### src/rtl/n64_resp_rx_pkg.sv
// Shared definitions for the N64 controller reply receiver.
//  - Protocol constants (bit period, poll command, poll reply length).
//  - FSM state encodings as 3-bit constants, so later bus-turnaround logic can
//    decode the same values without depending on the receiver module.
//  - Small helper used to size counters from two timeout limits.
package n64_resp_rx_pkg;

    // Protocol constants
    localparam int unsigned N64_BIT_US    = 4;
    localparam logic [7:0]  N64_POLL_CMD  = 8'h01;
    localparam int unsigned N64_POLL_BITS = 32;

    // Receiver FSM encodings (3 bits)
    localparam logic [2:0] N64_ST_IDLE       = 3'd0;
    localparam logic [2:0] N64_ST_WAIT_START = 3'd1;
    localparam logic [2:0] N64_ST_MEAS_LOW   = 3'd2;
    localparam logic [2:0] N64_ST_MEAS_HIGH  = 3'd3;
    localparam logic [2:0] N64_ST_DONE       = 3'd4;

    typedef enum logic [2:0] {
        StIdle      = N64_ST_IDLE,
        StWaitStart = N64_ST_WAIT_START,
        StMeasLow   = N64_ST_MEAS_LOW,
        StMeasHigh  = N64_ST_MEAS_HIGH,
        StDone      = N64_ST_DONE
    } rx_state_e;

    function automatic int unsigned max_u(input int unsigned a, input int unsigned b);
        return (a > b) ? a : b;
    endfunction

endpackage

### src/rtl/n64_line_sync.sv
// Two-flop synchronizer plus edge detector for the open-drain N64 data line.
// All flops reset to 1 (idle-high line) so leaving reset never shows a false edge.
// Ports:
//  clk      in  system clock
//  reset    in  asynchronous active-high reset
//  din_i    in  raw line, asynchronous to clk
//  level_o  out synchronized line level
//  fall_o   out 1-cycle pulse on the first synchronized low after high
//  rise_o   out 1-cycle pulse on the first synchronized high after low
module n64_line_sync (
    input  logic clk,
    input  logic reset,
    input  logic din_i,
    output logic level_o,
    output logic fall_o,
    output logic rise_o
);

    logic meta_q, meta_d;
    logic sync_q, sync_d;
    logic prev_q, prev_d;

    always_comb begin
        meta_d = din_i;
        sync_d = meta_q;
        prev_d = sync_q;
    end

    always_ff @(posedge clk or posedge reset) begin
        if (reset) begin
            meta_q <= 1'b1;
            sync_q <= 1'b1;
            prev_q <= 1'b1;
        end else begin
            meta_q <= meta_d;
            sync_q <= sync_d;
            prev_q <= prev_d;
        end
    end

    assign level_o = sync_q;
    assign fall_o  = prev_q & ~sync_q;
    assign rise_o  = ~prev_q & sync_q;

endmodule

### src/rtl/n64_resp_rx.sv
// N64 controller reply receiver.
// Armed by a pulse when the command generator releases the line, it waits for the
// controller's first falling edge, then classifies each bit by its low-pulse width
// (short low = 1, long low = 0), shifts in BITS data bits MSB first, and expects a
// short-low stop pulse. A good frame updates data with a 1-cycle valid strobe; a
// timeout or bad stop pulse produces a 1-cycle err strobe and leaves data alone.
// Ports:
//  clk    in   system clock
//  reset  in   asynchronous active-high reset
//  arm    in   1-cycle pulse, start listening (ignored while busy)
//  din    in   raw data line (idle high)
//  data   out  last good reply, data[BITS-1] is the first bit received
//  valid  out  1-cycle pulse, data updated
//  err    out  1-cycle pulse, frame aborted
//  busy   out  high from accepted arm until valid/err
module n64_resp_rx
    import n64_resp_rx_pkg::*;
#(
    parameter int unsigned CLK_PER_US  = 12,
    parameter int unsigned BITS        = 32,
    parameter int unsigned START_TO_US = 64,
    parameter int unsigned LEVEL_TO_US = 8
) (
    input  logic            clk,
    input  logic            reset,
    input  logic            arm,
    input  logic            din,
    output logic [BITS-1:0] data,
    output logic            valid,
    output logic            err,
    output logic            busy
);

    localparam int unsigned THRESH   = 2 * CLK_PER_US;
    localparam int unsigned START_TO = START_TO_US * CLK_PER_US;
    localparam int unsigned LEVEL_TO = LEVEL_TO_US * CLK_PER_US;
    localparam int unsigned CNT_MAX  = max_u(START_TO, LEVEL_TO);
    localparam int unsigned CNT_W    = $clog2(CNT_MAX + 1);
    localparam int unsigned NB_W     = $clog2(BITS + 1);

    localparam logic [CNT_W-1:0] START_TO_C = CNT_W'(START_TO);
    localparam logic [CNT_W-1:0] LEVEL_TO_C = CNT_W'(LEVEL_TO);
    localparam logic [CNT_W-1:0] CNT_MAX_C  = CNT_W'(CNT_MAX);
    localparam logic [NB_W-1:0]  BITS_C     = NB_W'(BITS);

    logic line_level, line_fall, line_rise;

    n64_line_sync u_line_sync (
        .clk     (clk),
        .reset   (reset),
        .din_i   (din),
        .level_o (line_level),
        .fall_o  (line_fall),
        .rise_o  (line_rise)
    );

    rx_state_e        state_q, state_d;
    logic [CNT_W-1:0] cnt_q, cnt_d;
    logic [NB_W-1:0]  nbits_q, nbits_d;
    logic [BITS-1:0]  shift_q, shift_d;
    logic [BITS-1:0]  data_q, data_d;
    logic             valid_q, valid_d;
    logic             err_q, err_d;
    logic             busy_q, busy_d;

    logic [CNT_W-1:0] cnt_inc;
    logic             bit_val;

    // Saturating increment so a stuck line can never wrap back below a limit.
    assign cnt_inc = (cnt_q == CNT_MAX_C) ? cnt_q : cnt_q + 1'b1;
    // Short low pulse decodes as 1.
    assign bit_val = (32'(cnt_q) < THRESH);

    always_comb begin
        state_d = state_q;
        cnt_d   = cnt_q;
        nbits_d = nbits_q;
        shift_d = shift_q;
        data_d  = data_q;
        valid_d = 1'b0;
        err_d   = 1'b0;
        busy_d  = busy_q;

        unique case (state_q)
            StIdle: begin
                busy_d = 1'b0;
                if (arm) begin
                    state_d = StWaitStart;
                    cnt_d   = '0;
                    nbits_d = '0;
                    busy_d  = 1'b1;
                end
            end

            // Edges win over a coincident timeout in every waiting state.
            StWaitStart: begin
                if (line_fall) begin
                    state_d = StMeasLow;
                    cnt_d   = '0;
                end else if (cnt_q == START_TO_C) begin
                    state_d = StIdle;
                    err_d   = 1'b1;
                    busy_d  = 1'b0;
                end else begin
                    cnt_d = cnt_inc;
                end
            end

            StMeasLow: begin
                if (line_rise) begin
                    if (nbits_q < BITS_C) begin
                        shift_d = (shift_q << 1) | BITS'(bit_val);
                        nbits_d = nbits_q + 1'b1;
                        cnt_d   = '0;
                        state_d = StMeasHigh;
                    end else if (bit_val) begin
                        state_d = StDone;
                    end else begin
                        // Stop pulse must be a short low.
                        state_d = StIdle;
                        err_d   = 1'b1;
                        busy_d  = 1'b0;
                    end
                end else if (cnt_q == LEVEL_TO_C) begin
                    state_d = StIdle;
                    err_d   = 1'b1;
                    busy_d  = 1'b0;
                end else if (!line_level) begin
                    cnt_d = cnt_inc;
                end
            end

            StMeasHigh: begin
                if (line_fall) begin
                    state_d = StMeasLow;
                    cnt_d   = '0;
                end else if (cnt_q == LEVEL_TO_C) begin
                    state_d = StIdle;
                    err_d   = 1'b1;
                    busy_d  = 1'b0;
                end else begin
                    cnt_d = cnt_inc;
                end
            end

            StDone: begin
                data_d  = shift_q;
                valid_d = 1'b1;
                busy_d  = 1'b0;
                state_d = StIdle;
            end

            default: begin
                state_d = StIdle;
                busy_d  = 1'b0;
            end
        endcase
    end

    always_ff @(posedge clk or posedge reset) begin
        if (reset) begin
            state_q <= StIdle;
            cnt_q   <= '0;
            nbits_q <= '0;
            shift_q <= '0;
            data_q  <= '0;
            valid_q <= 1'b0;
            err_q   <= 1'b0;
            busy_q  <= 1'b0;
        end else begin
            state_q <= state_d;
            cnt_q   <= cnt_d;
            nbits_q <= nbits_d;
            shift_q <= shift_d;
            data_q  <= data_d;
            valid_q <= valid_d;
            err_q   <= err_d;
            busy_q  <= busy_d;
        end
    end

    assign data  = data_q;
    assign valid = valid_q;
    assign err   = err_q;
    assign busy  = busy_q;

endmodule

### config.mk
export PLATFORM = sky130hd
export DESIGN_NAME = n64_resp_rx
export DESIGN_NICKNAME = d
export VERILOG_FILES = /design/src/rtl/n64_resp_rx_pkg.sv /design/src/rtl/n64_line_sync.sv /design/src/rtl/n64_resp_rx.sv
export SDC_FILE = /design/constraint.sdc
export NUM_CORES = 1
export LEC_CHECK = 0
export BUFFER_PORTS_ARGS = -buffer_cell sky130_fd_sc_hd__buf_2
export CAP_MARGIN = 0
export CORE_ASPECT_RATIO = 0.8
export CORE_MARGIN = 4
export CORE_UTILIZATION = 50
export DETAILED_ROUTE_END_ITERATION = 10
export PLACE_DENSITY = 0.75
export SYNTH_ARGS = -nofsm -noshare
export SYNTH_HDL_FRONTEND = slang
export SYNTH_SLANG_ARGS = --single-unit
### constraint.sdc
create_clock -name clk -period 3.8 [get_ports clk]
set_input_delay 0.57 -clock clk [delete_from_list [all_inputs] [get_ports clk]]
set_output_delay 0.57 -clock clk [all_outputs]
set_load 0.005 [all_outputs]
==> results of run 1 <==
## synthesized netlist by cell type (all sizes together) (2+ instances only)
| master | number | share of area |
|---|---|---|
| inv | 7 | 0.0067 |
| or3 | 3 | 0.0061 |
| a32o | 2 | 0.0051 |
| o21ai | 17 | 0.022 |
| dfstp | 3 | 0.020 |
| nor2b | 4 | 0.0064 |
| and3 | 3 | 0.0048 |
| nand2b | 3 | 0.0048 |
| a211oi | 2 | 0.0038 |
| a311o | 2 | 0.0051 |
| nand3 | 8 | 0.010 |
| and2 | 3 | 0.0048 |
| o2bb2ai | 2 | 0.0045 |
| mux2 | 64 | 0.21 |
| or2 | 2 | 0.0032 |
| nor2 | 12 | 0.013 |
| a21o | 2 | 0.0038 |
| nor3 | 13 | 0.021 |
| ha | 3 | 0.0096 |
| buf | 11 | 0.022 |
| a21oi | 6 | 0.0086 |
| nand4 | 2 | 0.0032 |
| nand2 | 15 | 0.015 |
| dfrtp | 86 | 0.55 |
| nor4 | 3 | 0.0048 |
| nor3b | 2 | 0.0051 |
## metal layers
layer / routed length (um) / up-vias / share of wire
li1: - / 1137 / -
met1: 3150 / 1207 / 0.47
met2: 3200 / 51 / 0.48
met3: 322 / 6 / 0.048
met4: 49 / 0 / 0.0073
met5: 0 / - / 0
## logic make-up (layout without fill, tap and decap cells)
group                    count (synthesis)  count (layout)
multiplexers                            64              64
AO/OA/AOI/OAI                           39              39
XOR/XNOR                                 1               1
adder cells (fa/ha/maj)                  3               3
flip-flops                              89              89
buffers and inverters                   18              64
AND/OR/NAND/NOR                         77              77
## final cells by class
class                      count  area, um^2
fill                         606        3100
sequential                    89        2230
multi-input combinational    184        1570
timing repair buffer          41         213
tap                          105         131
clock buffer                  10         128
clock inverter                 6        95.1
inverter                       7        27.5
## power breakdown
part / total (mW) / switching, mW / internal [mW]
registers: 1.12 / 0.0991 / 1.02
clock network: 0.718 / 0.339 / 0.379
logic: 0.447 / 0.245 / 0.202
## placed cells by master, fill, tap and decap left out, types with 4 or more instances in the layout
master / instances
nand3_1: 8
o21ai_0: 12
mux2_4: 26
a21oi_1: 5
dfrtp_1: 86
nor2_1: 11
buf_2: 38
nand2_1: 14
nor3_1: 11
mux2_2: 38
o21ai_1: 5
nor2b_1: 4
inv_1: 6
clkbuf_8: 9
## final timing paths
path                                       end  cells past startpoint
min reg2reg                u_line_sync.level_o                      0
max in group asynchronous          shift_q[18]                      3
max reg2reg                         shift_q[5]                      3
max                                 shift_q[5]                      3
min in group clk            u_line_sync.meta_q                      1
min                                shift_q[21]                      2
## flip-flops by register name (all words and copies together), names as in the netlist
name and cells:
data 32, shift_q 32, cnt_q 10, nbits_q 6, state_q 3, busy 1, err 1, u_line_sync.level_o 1
u_line_sync.meta_q 1, u_line_sync.prev_q 1, valid 1
## critical path, delay by kind of cell (launching register included)
family	cells	cell delay [ps]
AND/OR/NAND/NOR	2	1020
flip-flops	1	680
multiplexers	1	450
==> impl_metrics.tcl, run 1 <==
set metrics [dict create \
    numPlacedInstances 426 \
    cp-startpoint "state_q[1]" \
    syn_area_mm2 0.00391 \
    post_synth.cell_area_avg_um2 13.4 \
    hold_class "primary input to async pin" \
    holdBufCountCts 0 \
    finalWirelength_um 6720 \
    cts_resized 0 \
    clock_sinks 89 \
    synth_compound_area_frac 0.0647 \
    min_period_ps 2270 \
    r2r_slack_ps 1530 \
    cp-start-kind "flip-flop" \
    grt_pass1_wl_um 11400 \
    slowest_stage "or3_2" \
    drt_first_pass_iters 4 \
    hpwl_um 4550 \
    cts_tree "built" \
    finalSetupViolCount 0 \
    routabilityCongestion 0.913 \
    htreeDepth 3 \
    chipWidth_um 107 \
    crit_chain "nand2_2, or3_2, mux2_4" \
    power_density_mw_per_mm2 519 \
    p_leak_nw 2.27 \
    drv_slew 0 \
    rsz0062_at_grt "false" \
    ant_nets 0 \
    overflow 0 \
    syn_to_final_growth_pct 12.5 \
    io_buffers 38 \
    max_freq_ghz 0.441 \
    synthMuxAreaShare 0.209 \
    synth-xor-area-share 0.00224 \
    busiest_layer "met2" \
    max-vdd-ir-drop_mv 0.295 \
    clockBufferDepth 2 \
    critPathMaxFanout 35 \
    synth_seq_area_share 0.571 \
    layout-drive-gt1-share 0.398 \
    clk_pin_slew_ps 90 \
    slowest_delay_ps 870 \
    cts_made_buffers 9 \
    met2_usage 0.249 \
    top_level_ports 39 \
    post-route-period-util 0.597 \
    synth_warnings 0 \
    grt_pass1_vias 2332 \
    power_mw 2.28 \
    core_area_mm2 0.00750 \
    dp_slack_ps 1560 \
    start_util 0.521 \
    die_area_mm2 0.00930 \
    endpoint_kind "flip-flop" \
    synth_top_family_by_area "multiplexers" \
    synthSimpleGateAreaFrac 0.114 \
    async_flop_share 1.00 \
    arrival_ps 2510 \
    cts_root_buffer "clkbuf_8" \
    hold_slack_ps 263 \
    final_area_mm2 0.00440 \
    slew_headroom 0.349 \
    placementRows 28 \
    yosys_most_used_dff "dfrtp_1" \
    synth_fa_ha_area_frac 0.00961 \
    vias 2401 \
    die_h_um 87.1 \
    tightest_slew_ps 976 \
    drc 0 \
    clkLatencyLatePin_ps 360 \
    synth_fp_nets 298 \
    drt_iter0_markers 176 \
    finalWorstSetupSlack_ps 1530 \
    avgViaCountPerCell 5.43 \
    synth_seq_cells 89 \
    synth_edf_count 0 \
    fin_skew_ps 13.2 \
    finalNonFillerCells 442 \
    grt_util_met1 0.208 \
    final_util 0.586 \
    hold_viol_final 0 \
    drv_cap 0 \
    grt_use_met3 0.0519 \
    r2r_start "state_q[1]" \
    outcome "finished clean" \
    n_antenna_cell 0 \
    grt_max_degree 39 \
    post_dp_cell_area_mm2 0.00417 \
    syn_inst 291 \
    nets 339 \
    fin_setup_tns_ps 0 \
    antenna_found_initial 0 \
    crit_required_ps 4040 \
    critPathKind "flip-flop to flip-flop" \
    ys_types 47 \
    wl_per_cell_um 15.2 \
    postCtsSetupBuffers 0 \
    grt_util_all_layers 0.157 \
]
Power figures use the tool's default switching activity.
==> run 2: changes to the inputs <==
Settings changed: ABC_AREA from default to 1, PLACE_DENSITY 0.75 to 0.78.
Clock period 3.8 ns to 1.9 ns, I/O delays scaled along.
==> impl_metrics.tcl, run 2 <==
set metrics [dict create \
    outcome "finished clean" \
    placementRows 28 \
    finalSetupViolCount 0 \
    ys_types 29 \
    n_antenna_cell 0 \
    antenna_found_initial 0 \
    finalNonFillerCells 623 \
    slew_headroom 0.700 \
    synth_warnings 0 \
    cts_made_buffers 9 \
    io_buffers 38 \
    yosys-top-cells-area "dfrtp_1 54%, nand2_1 13%, o21ai_0 8.4%" \
    drt_iter0_markers 231 \
    clockBufferDepth 2 \
    drv_cap 0 \
    start_util 0.526 \
    synth_seq_cells 89 \
    cts_tree "built" \
    final_util 0.597 \
    min_period_ps 1750 \
    yosysTopAreaCellShare 0.538 \
    post-route-period-util 0.922 \
    avgViaCountPerCell 5.09 \
    synth_seq_area_share 0.558 \
    async_flop_share 1.00 \
    syn_to_final_growth_pct 13.6 \
    yosys.area.top_type "dfrtp_1" \
    wl_per_cell_um 12.9 \
    rsz0062_at_grt "false" \
    drt_first_pass_iters 5 \
    synth_top_family_by_area "simple AND/OR/NAND/NOR gates" \
    finalWorstSetupSlack_ps 149 \
    syn_area_mm2 0.00400 \
    dp_slack_ps 168 \
    synth_compound_area_frac 0.123 \
    fin_skew_ps 11.6 \
    max-vdd-ir-drop_mv 0.639 \
    fin_setup_tns_ps 0 \
    htreeDepth 3 \
    synthMuxAreaShare 0 \
    layout_common_cells "136 x nand2_1, 86 x dfrtp_1, 67 x o21ai_0" \
    syn_inst 471 \
    power_density_mw_per_mm2 1010 \
    drc 0 \
    clkLatencyLatePin_ps 360 \
    clock_sinks 89 \
    clk_pin_slew_ps 90 \
    max_freq_ghz 0.571 \
    yosys_most_used_dff "dfrtp_1" \
    nets 520 \
    cts_root_buffer "clkbuf_8" \
    endpoint_kind "flip-flop" \
    finalWirelength_um 8050 \
    synth.most_common_cell "nand2_1" \
    chipWidth_um 108 \
    cp-start-kind "flip-flop" \
    critPathMaxFanout 11 \
    overflow 0 \
    numPlacedInstances 605 \
    synthSimpleGateAreaFrac 0.212 \
    core_area_mm2 0.00760 \
    post_synth.cell_area_avg_um2 8.49 \
    die_area_mm2 0.00950 \
    ys_top_cells_by_count "137 x nand2_1, 86 x dfrtp_1, 67 x o21ai_0" \
    arrival_ps 2040 \
    hpwl_um 5480 \
    grt_pass1_wl_um 14200 \
    synth_fp_nets 478 \
    crit_required_ps 2190 \
    drv_slew 0 \
    synth_fa_ha_area_frac 0.00939 \
    synth_edf_count 0 \
    vias 3173 \
    fillers 655 \
    top_level_ports 39 \
    p_leak_nw 2.27 \
    tightest_slew_ps 450 \
    routabilityCongestion 0.865 \
    grt_pass1_vias 3070 \
    power_mw 4.60 \
    final_common_cell "nand2_1" \
    layout-drive-gt1-share 0.162 \
    hold_viol_final 0 \
    die_h_um 88.0 \
    hold_class "primary input to async pin" \
    grt_max_degree 90 \
    critPathKind "flip-flop to flip-flop" \
    synth-xor-area-share 0.0110 \
    grt_util_all_layers 0.188 \
    ant_nets 0 \
]
run 2: final timing paths:
check	to	depth (start not counted)	slack (ps)	start
worst max register to register	cnt_q[1]	8	150	u_line_sync.level_o
worst max-delay path	cnt_q[1]	8	150	u_line_sync.level_o
worst min register to register	u_line_sync.level_o	0	360	u_line_sync.meta_q
min in group clk	state_q[0]	3	250	arm
worst min-delay path	busy	3	50	reset
max in group asynchronous	cnt_q[7]	3	1510	reset
run 2: cells by family (layout without fill, tap and decap cells):
group                    count (synthesis)  after routing
AND/OR/NAND/NOR                        203            203
AO/OA/AOI/OAI                           89             89
adder cells (fa/ha/maj)                  3              3
flip-flops                              89             89
buffers and inverters                   82            129
XOR/XNOR                                 5              5
run 2: per-layer routing:
layer,global-route usage,routed length (um),vias up
met5,0,0,-
met4,0.0459,82,0
met3,0.0567,486,9
met2,0.285,3550,96
met1,0.267,3930,1489
li1,-,-,1579
run 2: critical path: stages, from the launching register on:
cell     delay (ps)
dfstp_2         560
nor2_1           80
inv_1           280
nand2_1         120
o21ai_2         230
nor2_4           70
inv_1           190
nand2_1          80
nand2_1          80
run 2: cell type report:
cell class                 count  area (um^2)  area share
clock buffer                  10          138      0.0303
clock inverter                 6         72.6      0.0160
inverter                      65          248      0.0546
multi-input combinational    300         1430       0.314
sequential                    89         2230       0.491
tap                          105          131      0.0289
timing repair buffer          48          293      0.0645
run 2: timing repair:
action                                 in CTS  in global routing
endpoints found under the hold margin       0                  1
resized for setup                           0                  1
buffers inserted                            0                  1
setup endpoints to repair                   0                  3
hold buffers                                0                  1
run 2: per-stage QoR:
stage | hold WS [ps] | instance area, um^2
6_report | 48.3 | 4540
5_1_grt | 85.4 | 4540
4_1_cts | 5.49 | 4520
3_5_place_dp | 347 | 4310
3_3_place_gp | 347 | 4310
2_1_floorplan | 289 | 4000
run 2: power breakdown:
| group | internal, mW | switching (mW) |
|---|---|---|
| Sequential | 2.03 | 0.123 |
| Clock | 0.658 | 0.705 |
| Combinational | 0.354 | 0.724 |
| Total | 3.04 | 1.55 |
==> run 3: changes to the inputs <==
Settings changed: SYNTH_HIERARCHICAL from default to 1.
==> impl_metrics.tcl, run 3 <==
set metrics [dict create \
    yosys-top-cells-area "dfrtp_1 53%, nand2_1 12%, o21ai_0 8.6%" \
    synth_fa_ha_area_frac 0.00923 \
    yosysTopAreaCellShare 0.529 \
    cts_root_buffer "clkbuf_8" \
    ant_nets 0 \
    hpwl_um 5830 \
    synthSimpleGateAreaFrac 0.219 \
    fin_skew_ps 12.0 \
    core_area_mm2 0.00791 \
    grt_util_all_layers 0.182 \
    cts_tree "built" \
    synth-xor-area-share 0.0129 \
    ys_types 30 \
    synth_warnings 6 \
    drv_cap 0 \
    postCtsSetupBuffers 0 \
    routabilityCongestion 0.961 \
    yosys_most_used_dff "dfrtp_1" \
    clk_pin_slew_ps 90 \
    outcome "finished clean" \
    start_util 0.514 \
    top_level_ports 39 \
    placementRows 29 \
    synthMuxAreaShare 0 \
    crit_required_ps 2190 \
    hold_slack_ps 29.0 \
    syn_area_mm2 0.00407 \
    fin_setup_tns_ps 0 \
    ys_top_cells_by_count "133 x nand2_1, 86 x dfrtp_1, 70 x o21ai_0" \
    post-route-period-util 0.916 \
    finalWirelength_um 8160 \
    synth_top_family_by_area "simple AND/OR/NAND/NOR gates" \
    rsz0062_at_grt "false" \
    clock_sinks 89 \
    layout-drive-gt1-share 0.165 \
    drv_slew 0 \
    synth_edf_count 0 \
    numPlacedInstances 624 \
    die_h_um 88.7 \
    max_freq_ghz 0.575 \
    clkLatencyLatePin_ps 360 \
    die_area_mm2 0.00965 \
    endpoint_kind "flip-flop" \
    cts_made_buffers 9 \
    min_period_ps 1740 \
    final_common_cell "nand2_1" \
    syn_to_final_growth_pct 14.3 \
    power_density_mw_per_mm2 977 \
    io_buffers 38 \
    antenna_found_initial 0 \
    finalNonFillerCells 642 \
    post_synth.cell_area_avg_um2 8.44 \
    critPathKind "flip-flop to flip-flop" \
    nets 536 \
    max-vdd-ir-drop_mv 0.524 \
    async_flop_share 1.00 \
    syn_inst 482 \
    layout_common_cells "133 x nand2_1, 86 x dfrtp_1, 70 x o21ai_0" \
    synth_seq_area_share 0.548 \
    wl_per_cell_um 12.7 \
    slew_headroom 0.534 \
    cp-start-kind "flip-flop" \
    vias 3304 \
    hold_class "primary input to flip-flop" \
    n_antenna_cell 0 \
    avgViaCountPerCell 5.15 \
    clockBufferDepth 2 \
    synth.most_common_cell "nand2_1" \
    drc 0 \
    critPathMaxFanout 12 \
    hold_viol_final 0 \
    htreeDepth 3 \
    grt_pass1_vias 3024 \
    p_leak_nw 2.31 \
    chipWidth_um 109 \
    grt_pass1_wl_um 13800 \
    overflow 0 \
    drt_iter0_markers 225 \
    finalSetupViolCount 0 \
    arrival_ps 2030 \
    synth_compound_area_frac 0.124 \
    synth_fp_nets 489 \
    grt_max_degree 64 \
    drt_first_pass_iters 5 \
    yosys.area.top_type "dfrtp_1" \
    r2r_slack_ps 160 \
    tightest_slew_ps 698 \
    synth_seq_cells 89 \
]
[run 3: cells by family after synthesis]
kind of cell    Yosys count
compound gates           95
fa+ha+maj                 3
simple gates            206
xor+xnor                  6
buf+inv                  83
flops                    89
[run 3: worst paths after layout]
check,startpoint,end,cells after the start
min reg2reg,u_line_sync/meta_q,u_line_sync/level_o,0
min in group asynchronous,reset,u_line_sync/meta_q,3
max in group asynchronous,reset,data[22],4
max,u_line_sync/level_o,cnt_q[7],10
max reg2reg,u_line_sync/level_o,cnt_q[7],10
min,din,u_line_sync/meta_q,1
[run 3: timing repair]
action,in CTS,in global routing
hold buffers,1,0
hold endpoints to repair,3,0
endpoints found under the setup margin,0,10
gates resized for setup,0,2
[run 3: final cells by class]
cell class                 count  area [um^2]
sequential                    89         2230
tap                          108          135
fill                         710         3260
clock buffer                   9          124
inverter                      64          244
clock inverter                 7         70.1
timing repair buffer          54          338
multi-input combinational    311         1510
[run 3: per-stage QoR]
stage | worst slack [ps] | util | power, mW | area [um^2]
after global routing | 15.7 | 0.588 | 4.81 | 4650
after detailed placement | 125 | 0.559 | 3.28 | 4430
after floorplan | 185 | - | 3.01 | 4070
after CTS | 101 | 0.585 | 4.54 | 4630
after global placement | 176 | 0.559 | 3.25 | 4430
final | 161 | 0.588 | 4.54 | 4650
[run 3: where the power goes]
part / total, mW / internal (mW) / switching (mW) / leakage, nW
Combinational: 1.13 / 0.378 / 0.747 / 0.999
Sequential: 2.16 / 2.03 / 0.134 / 1.22
Clock: 1.25 / 0.511 / 0.739 / 0.0955
[run 3: critical path, cell delays in order, from the launching register on]
cell and delay (ps):
dfstp_2 560, inv_1 40, nor2_1 110, inv_1 100, nand2_1 60, nor2_1 40, nor2_1 200, nand3_4 210
nor2_4 200, nand2_1 60, nand2_1 80
[run 3: routing by layer]
layer  GRT usage  vias to the layer above  wire length, um
li1            -                     1648                -
met2       0.275                       89             3650
met3      0.0547                       17              457
met4      0.0688                        0              170
met1       0.250                     1550             3880
met5           0                        -                0
